`src/rtl/tt_capture_bank.sv`:
```
// Multi-channel time-tag capture bank: free-running tick counter with one self-clearing
// capture slot per trigger channel. Optional macro TT_TRIG_SYNC_EN adds two-flop trigger synchronisers.
module tt_capture_bank #(
  parameter int WIDTH = 32,
  parameter int NCH   = 4,
  parameter int SELW  = (NCH > 1) ? $clog2(NCH) : 1
) (
  input  logic             clk,
  input  logic             reset,
  input  logic             cnt_en,
  input  logic             cnt_clr,
  input  logic [NCH-1:0]   trig,
  input  logic [SELW-1:0]  rd_sel,
  input  logic             rd,
  output logic [WIDTH-1:0] rd_data,
  output logic             rd_valid,
  output logic [NCH-1:0]   valid,
  output logic [NCH-1:0]   lost,
  output logic [WIDTH-1:0] count
);

  logic [NCH-1:0]   trig_s;
  logic [NCH-1:0]   trig_d;
  logic [NCH-1:0]   rise;
  logic [NCH-1:0]   rd_hit;
  logic [WIDTH-1:0] cap [NCH];

`ifdef TT_TRIG_SYNC_EN
  logic [NCH-1:0] trig_p0;
  logic [NCH-1:0] trig_p1;

  // Synchroniser stages p0 -> p1 for asynchronous trigger sources
  always_ff @(posedge clk or posedge reset) begin
    if (reset) begin
      trig_p0 <= '0;
      trig_p1 <= '0;
    end else begin
      trig_p0 <= trig;
      trig_p1 <= trig_p0;
    end
  end

  assign trig_s = trig_p1;
`else
  assign trig_s = trig;
`endif

  always_ff @(posedge clk or posedge reset) begin
    if (reset) begin
      count <= '0;
    end else if (cnt_clr) begin
      count <= '0;
    end else if (cnt_en) begin
      count <= count + 1'b1;
    end
  end

  // Edge history stage; resetting to 0 lets a trigger held high through reset capture at once
  always_ff @(posedge clk or posedge reset) begin
    if (reset) begin
      trig_d <= '0;
    end else begin
      trig_d <= trig_s;
    end
  end

  always_comb begin
    rise   = trig_s & ~trig_d;
    rd_hit = '0;
    for (int i = 0; i < NCH; i++) begin
      rd_hit[i] = rd && (rd_sel == SELW'(i));
    end
  end

  // A read in the same cycle as a rise frees the slot, so the new tag loads without loss
  always_ff @(posedge clk or posedge reset) begin
    if (reset) begin
      for (int i = 0; i < NCH; i++) begin
        cap[i] <= '0;
      end
      valid <= '0;
      lost  <= '0;
    end else begin
      for (int i = 0; i < NCH; i++) begin
        if (rise[i]) begin
          if (!valid[i] || rd_hit[i]) begin
            cap[i]   <= count;
            valid[i] <= 1'b1;
            if (rd_hit[i]) begin
              lost[i] <= 1'b0;
            end
          end else begin
            lost[i] <= 1'b1;
          end
        end else if (rd_hit[i]) begin
          valid[i] <= 1'b0;
          lost[i]  <= 1'b0;
        end
      end
    end
  end

  // Out-of-range selects match no channel and read back as zero
  always_comb begin
    rd_data  = '0;
    rd_valid = 1'b0;
    for (int i = 0; i < NCH; i++) begin
      if (rd_sel == SELW'(i)) begin
        rd_data  = cap[i];
        rd_valid = valid[i];
      end
    end
  end

endmodule
```
`config.mk`:
```
export PLATFORM = sky130hd
export DESIGN_NAME = tt_capture_bank
export DESIGN_NICKNAME = d
export VERILOG_FILES = /design/src/rtl/tt_capture_bank.sv
export SDC_FILE = /design/constraint.sdc
export NUM_CORES = 1
export LEC_CHECK = 0
export ABC_AREA = 1
export CAP_MARGIN = 40
export CORE_ASPECT_RATIO = 1.75
export CORE_MARGIN = 4
export CORE_UTILIZATION = 56
export DETAILED_ROUTE_END_ITERATION = 16
export PLACE_DENSITY_LB_ADDON = 0.05
export SYNTH_ARGS = -nofsm -noshare
export SYNTH_HDL_FRONTEND = slang
export SYNTH_SLANG_ARGS = --single-unit
```
`constraint.sdc`:
```
create_clock -name clk -period 6.3 [get_ports clk]
set_input_delay 1.26 -clock clk [delete_from_list [all_inputs] [get_ports clk]]
set_output_delay 1.26 -clock clk [all_outputs]
set_load 0.01 [all_outputs]
```
==> results of run 1 <==
placed cells by master (no fill, tap or decap), types with 2 or more instances in the layout:
master / synthesis / layout
nand2_1: 316 / 312
dfrtp_1: 172 / 172
o21ai_0: 101 / 101
clkdlybuf4s50_1: 0 / 83
nor2_1: 71 / 71
nand3_1: 52 / 52
inv_1: 51 / 50
nand4_1: 36 / 36
o21ai_1: 25 / 25
o21ai_2: 22 / 22
a21oi_1: 19 / 19
clkbuf_16: 0 / 17
inv_6: 0 / 7
buf_16: 0 / 5
nand2_2: 0 / 4
o31ai_1: 4 / 4
buf_4: 2 / 4
inv_2: 3 / 3
nor3_1: 3 / 3
clkinv_4: 0 / 3
buf_12: 0 / 3
nor2_4: 2 / 2
nor2_2: 2 / 2
clkinv_2: 0 / 2
through the flow:
| stage | util, % | instance area [um^2] | hold WS, ns | setup WS, ns |
|---|---|---|---|---|
| 2_1_floorplan | - | 7700 | 0.432 | 0.380 |
| 3_3_place_gp | 63.6 | 8550 | 0.435 | 1.23 |
| 3_5_place_dp | 65.0 | 8750 | 0.452 | 1.37 |
| 4_1_cts | 69.3 | 9320 | 0.459 | 1.34 |
| 5_1_grt | 69.3 | 9320 | 0.462 | 1.27 |
| 6_report | 69.3 | 9320 | 0.456 | 1.35 |
metal layers:
| layer | vias up | part of all wire, % | track usage, % |
|---|---|---|---|
| met3 | 26 | 5.4 | 3.93 |
| met2 | 255 | 52 | 46.0 |
| met5 | - | 0 | 0 |
| met4 | 0 | 1.7 | 8.31 |
| met1 | 3179 | 41 | 33.3 |
| li1 | 3176 | - | - |
layout make-up:
cell class              instances  area [um^2]
multi-input cells             654         2960
fillers                      1105         4130
inverters                      54          208
clock inverters                13          130
clock buffers                  19          443
repair buffers                 95         1060
flip-flops and latches        172         4300
well taps                     174          218
sequential cells by signal, summed over array words and instances (netlist names):
register / flops
lost: 4
trig_d: 4
valid: 4
cap: 128
count: 32
critical path: cells and delay by family:
family / cells / cell delay, ns
buffers and inverters: 4 / 1.72
AND/OR/NAND/NOR: 3 / 0.69
worst max-delay path by stage:
stage / startpoint / to
after floorplan: reset / cap[0]
after global placement: rd_sel[1] / rd_data[7]
after detailed placement: rd_sel[1] / rd_data[7]
after CTS: rd_sel[1] / rd_data[7]
after global routing: rd_sel[1] / rd_data[7]
final: rd_sel[1] / rd_data[7]
cells by family after synthesis:
family	count (synthesis)
and+or+nand+nor	482
DFF	172
AOI/OAI and AO/OA	171
buffers and inverters	101
adders and majority gates	1
report_power, final:
| group | leakage, uW | switching (uW) | internal [uW] |
|---|---|---|---|
| Sequential | 0.00237 | 20.7 | 1140 |
| Clock | 0.000285 | 450 | 566 |
| Combinational | 0.00136 | 145 | 82.1 |
==> flow_summary.toml, run 1 <==
[synth]
synth_nets = 939
synth-xor-area-share_pct = 0
synth_ff_type = "dfrtp_1"
syn_area_um2 = 7700
syn_inst = 927
synth.distinct_cells = 21
synth.avg_cell_area_um2 = 8.30
synthAdderAreaFrac_pct = 0.163
synth_top_area_share_pct = 55.9
ys_seq_area_share_pct = 55.9
synthArstFlopShare_pct = 100
synth_compound_area_share_pct = 12.3
ys_warn_count = 0
synth_edf_count = 0
synth_common_cells = "nand2_1, dfrtp_1, o21ai_0, nor2_1, nand3_1"
synth.most_common_cell = "nand2_1"
synth_top_cell_by_area = "dfrtp_1"
synth_area_leaders = "dfrtp_1, nand2_1, o21ai_0"
muxShareOfSynthArea_pct = 0
synth_seq_cells = 172
yosys.area_share.simple_pct = 25.8
synth_top_family_by_area = "simple AND/OR/NAND/NOR gates"

[worst_hold_path]
hold_depth = 1
hold_class = "reg -> reg"
min_from = "trig_d[0]"
hold_end = "lost[0]"

[global_route]
antenna_found_initial = 0
grt_pass1_vias = 6689
grt_max_degree = 77
grtUsageTotal_pct = 26.2
grt_pass1_wl_um = 33100
gr-total-overflow = 0

[sta]
max_freq_mhz = 202
min_period_ns = 4.95
rsz0062_at_grt = "false"
final.setup.tns_ns = 0
tightest_slew_ns = 0.768
drv_slew = 0
skew_ns = 0.0136
finalCritPeriodShare_pct = 78.5
report.final.hold_viol_count = 0
finalSetupViolCount = 0
relSlewSlack_pct = 48.7

[critical_path]
path_cells = "clkdlybuf4s50_1 -> inv_2 -> nor2_4 -> buf_16 -> nand2_1 -> nand4_1 -> clkdlybuf4s50_1"
cpMostUsedCell = "clkdlybuf4s50_1"
cp_slowest_stage_delay_ns = 0.58
rrSetupSlack_ns = 4.45
cp-end-kind = "output pin"
required_ns = 5.04
worstSetupStartpointType = "primary input"
crit_arrival_ns = 3.69
r2r_end = "count[16]"
r2r-start = "count[1]"
slowest_stage = "clkdlybuf4s50_1"
rr_worst_depth = 9
crit_type = "in -> out"
crit_path_max_fanout = 35

[drt]
dr.pass1.iters = 7
drt_wl_total_um = 20000
viasPerCell = 5.62
route.vias.total = 6636
drc = 0
drtIter0Drc = 543
routedWlPerCell_um = 16.9
ant_nets = 0

[clock_network]
clock_sinks = 172
cts.repair.resized = 0
htreeDepth = 4
clkTransAtPathRegs_ns = 0.06
cts_buffers = 17
post_cts_buffers = 0
cts_tree = "yes"
hold_buffers = 0
clk_latency_ns = 0.42
cts-root-buf = "clkbuf_16"
clk_path_buf_depth = 2

[floorplanning]
io_pins = 84
rows = 56
die_h_um = 163
start_util_pct = 57.2
coreArea_um2 = 13500
die_w_um = 96.6
die-area_um2 = 15800

[status]
outcome = "complete, no violations"

[placed_design]
portBuffers = 83
place.gp.congestion = 0.921
place_hpwl_um = 13200
dp.cells = 1149

[layout]
antenna_cells = 0
drive_above_1_share_pct = 7.65
finalNetCount = 1006
finalNonFillerCells = 1181
syn_to_final_growth_pct = 21.1

[power_and_ir_drop]
irDropWorstVdd_mv = 0.171
p_per_area_nw_per_um2 = 257
power_uw = 2400
p_leak_uw = 0.00401

[run]
cap_violations = 0
Power figures use the tool's default switching activity.
==> run 2, diff against run 1 <==
Clock period 6.3 ns to 5.2 ns, I/O delays scaled along.
==> run 2 against run 1 <==
Non-clock buffer count fell by 2. Worst hold slack improved by 0.012 ns. Sequential share of layout area rose by 0.093 points. Setup slack got worse by 0.45 ns. Sequential power rose by 21%. Register-to-register slack got worse by 1.1 ns. Final area fell by 0.20%. Clock skew fell by 0.0064 ns. Largest power group unchanged.
==> flow_summary.toml, run 2 (synthesized netlist as in run 1, its figures left out) <==
[drt]
drt_wl_total_um = 20100
route.vias.total = 6717
dr_wl_met3_um = 924
dr.pass1.iters = 5
viasPerCell = 5.70
ant_nets = 0
drtIter0Drc = 488
met1Wirelength_um = 7980
wl_met2_um = 10200
drc = 0
routedWlPerCell_um = 17.1
highest_layer = "met4"

[power_and_ir_drop]
power.share.clock_pct = 45.2
power_uw = 3040
switchingPower_uw = 704
combPwrFrac_pct = 8.6
irDropWorstVdd_mv = 0.279
p_per_area_nw_per_um2 = 327
p_leak_uw = 0.00399
seqPwrFrac_pct = 46.2
intPower_uw = 2330
p_sw_share_pct = 23.2

[sta]
drv_slew = 0
finalCritPeriodShare_pct = 82.6
skew_ns = 0.00723
finalSetupViolCount = 0
final.setup.tns_ns = 0
rsz0062_at_grt = "false"
relSlewSlack_pct = 45.1
min_period_ns = 4.29
max_freq_mhz = 233
tightest_slew_ns = 0.822
report.final.hold_viol_count = 0

[placed_design]
portBuffers = 83
place_hpwl_um = 13400
dp.cells = 1147
place.gp.congestion = 0.900

[critical_path]
crit_family = "buffers and inverters"
crit_arrival_ns = 3.25
cpMostUsedCell = "clkdlybuf4s50_1"
path_buf_inv = 4
required_ns = 4.16
r2r-start = "count[0]"
cp_slowest_stage_delay_ns = 0.57
crit_path_max_fanout = 35
startpoint = "rd_sel[1]"
path_cells = "clkdlybuf4s50_1 -> inv_2 -> nor2_4 -> buf_4 -> nand2_1 -> nand4_1 -> clkdlybuf4s50_1"
cp-end-kind = "output pin"
worstSetupStartpointType = "primary input"
slowest_stage = "clkdlybuf4s50_1"
crit_type = "in -> out"

[layout]
finalNonFillerCells = 1178
antenna_cells = 0
drive_above_1_share_pct = 7.17
largest_registers = "cap: 128 flops, count: 32 flops"
n_fill_cell = 1103
regMostFlops = "cap"
syn_to_final_growth_pct = 20.8
final_common_cell = "nand2_1"
finalNetCount = 1004
final_cell_mix = "nand2_1, dfrtp_1, o21ai_0"
largest_reg_flops = 128

[clock_network]
clock_sinks = 172
cts-root-buf = "clkbuf_16"
cts_tree = "yes"
clkTransAtPathRegs_ns = 0.06
clk_path_buf_depth = 2
hold_buffers = 0
clk_latency_ns = 0.42
htreeDepth = 4
cts_buffers = 17
post_cts_buffers = 0
cts.repair.resized = 0

[floorplanning]
rows = 56
die_w_um = 96.6
die-area_um2 = 15800
coreArea_um2 = 13500
die_h_um = 163
io_pins = 84
start_util_pct = 57.2

[worst_hold_path]
min_from = "trig_d[2]"
hold_class = "reg -> reg"

[run]
cap_violations = 0

[global_route]
grt_pass1_vias = 6870
antenna_found_initial = 0
grt_pass1_wl_um = 33400
grtUsageTotal_pct = 26.4
gr-total-overflow = 0
grt_max_degree = 137

[status]
outcome = "complete, no violations"
## run 2: cell types whose count changed in the layout (fill, tap and decap cells not counted), sizes merged
cell / before / now
buf: 12 / 10
bufinv: 1 / 5
clkbuf: 19 / 21
clkinv: 5 / 1
clkinvlp: 0 / 3
inv: 61 / 55
## run 2: layer usage
metal / GRT usage (%) / vias to the layer above
met3: 4.40 / 70
met2: 44.4 / 256
met1: 32.7 / 3238
met5: 0 / -
li1: - / 3153
met4: 13.7 / 0
## run 2: layout make-up
class,count,area (um^2),area share (%)
Sequential cell,172,4300,46.3
Multi-Input combinational cell,654,2960,31.8
Timing Repair Buffer,93,976,10.5
Clock buffer,21,450,4.84
Tap cell,174,218,2.34
Inverter,54,206,2.22
Clock inverter,10,188,2.02
## run 2: worst register-to-register path: cells and delay by family (launching register included)
| kind | cells | cell delay (ns) |
|---|---|---|
| adders and majority gates | 1 | 0.22 |
| buffers and inverters | 1 | 0.04 |
| DFF | 1 | 0.40 |
| and+or+nand+nor | 7 | 1.10 |
## run 2: power groups by stage
stage / combinational [uW] / clock [uW] / sequential, uW
2_1_floorplan: 149 / 0 / 1430
3_3_place_gp: 245 / 0 / 1420
3_5_place_dp: 262 / 0 / 1430
4_1_cts: 263 / 1390 / 1400
5_1_grt: 286 / 1450 / 1410
6_report: 261 / 1370 / 1400
## run 2: path summary, 6_finish.rpt
check | to | slack (ns) | depth (start not counted)
hold reg to reg | lost[2] | 0.47 | 1
setup / recovery | rd_data[2] | 0.91 | 7
hold / removal | lost[2] | 0.47 | 1
min in group asynchronous | cap[124] | 1.13 | 2
setup reg to reg | count[20] | 3.37 | 9
max in group asynchronous | cap[4] | 2.92 | 3
## run 2: stage by stage
stage,setup WS (ns),hold slack [ns],cell area (um^2),utilization (%)
floorplan,1.96,0.432,7700,-
global placement,0.972,0.439,8580,63.7
detailed placement,0.906,0.448,8660,64.4
CTS,0.903,0.464,9300,69.1
finish,0.906,0.468,9300,69.1
global route,0.798,0.480,9300,69.1
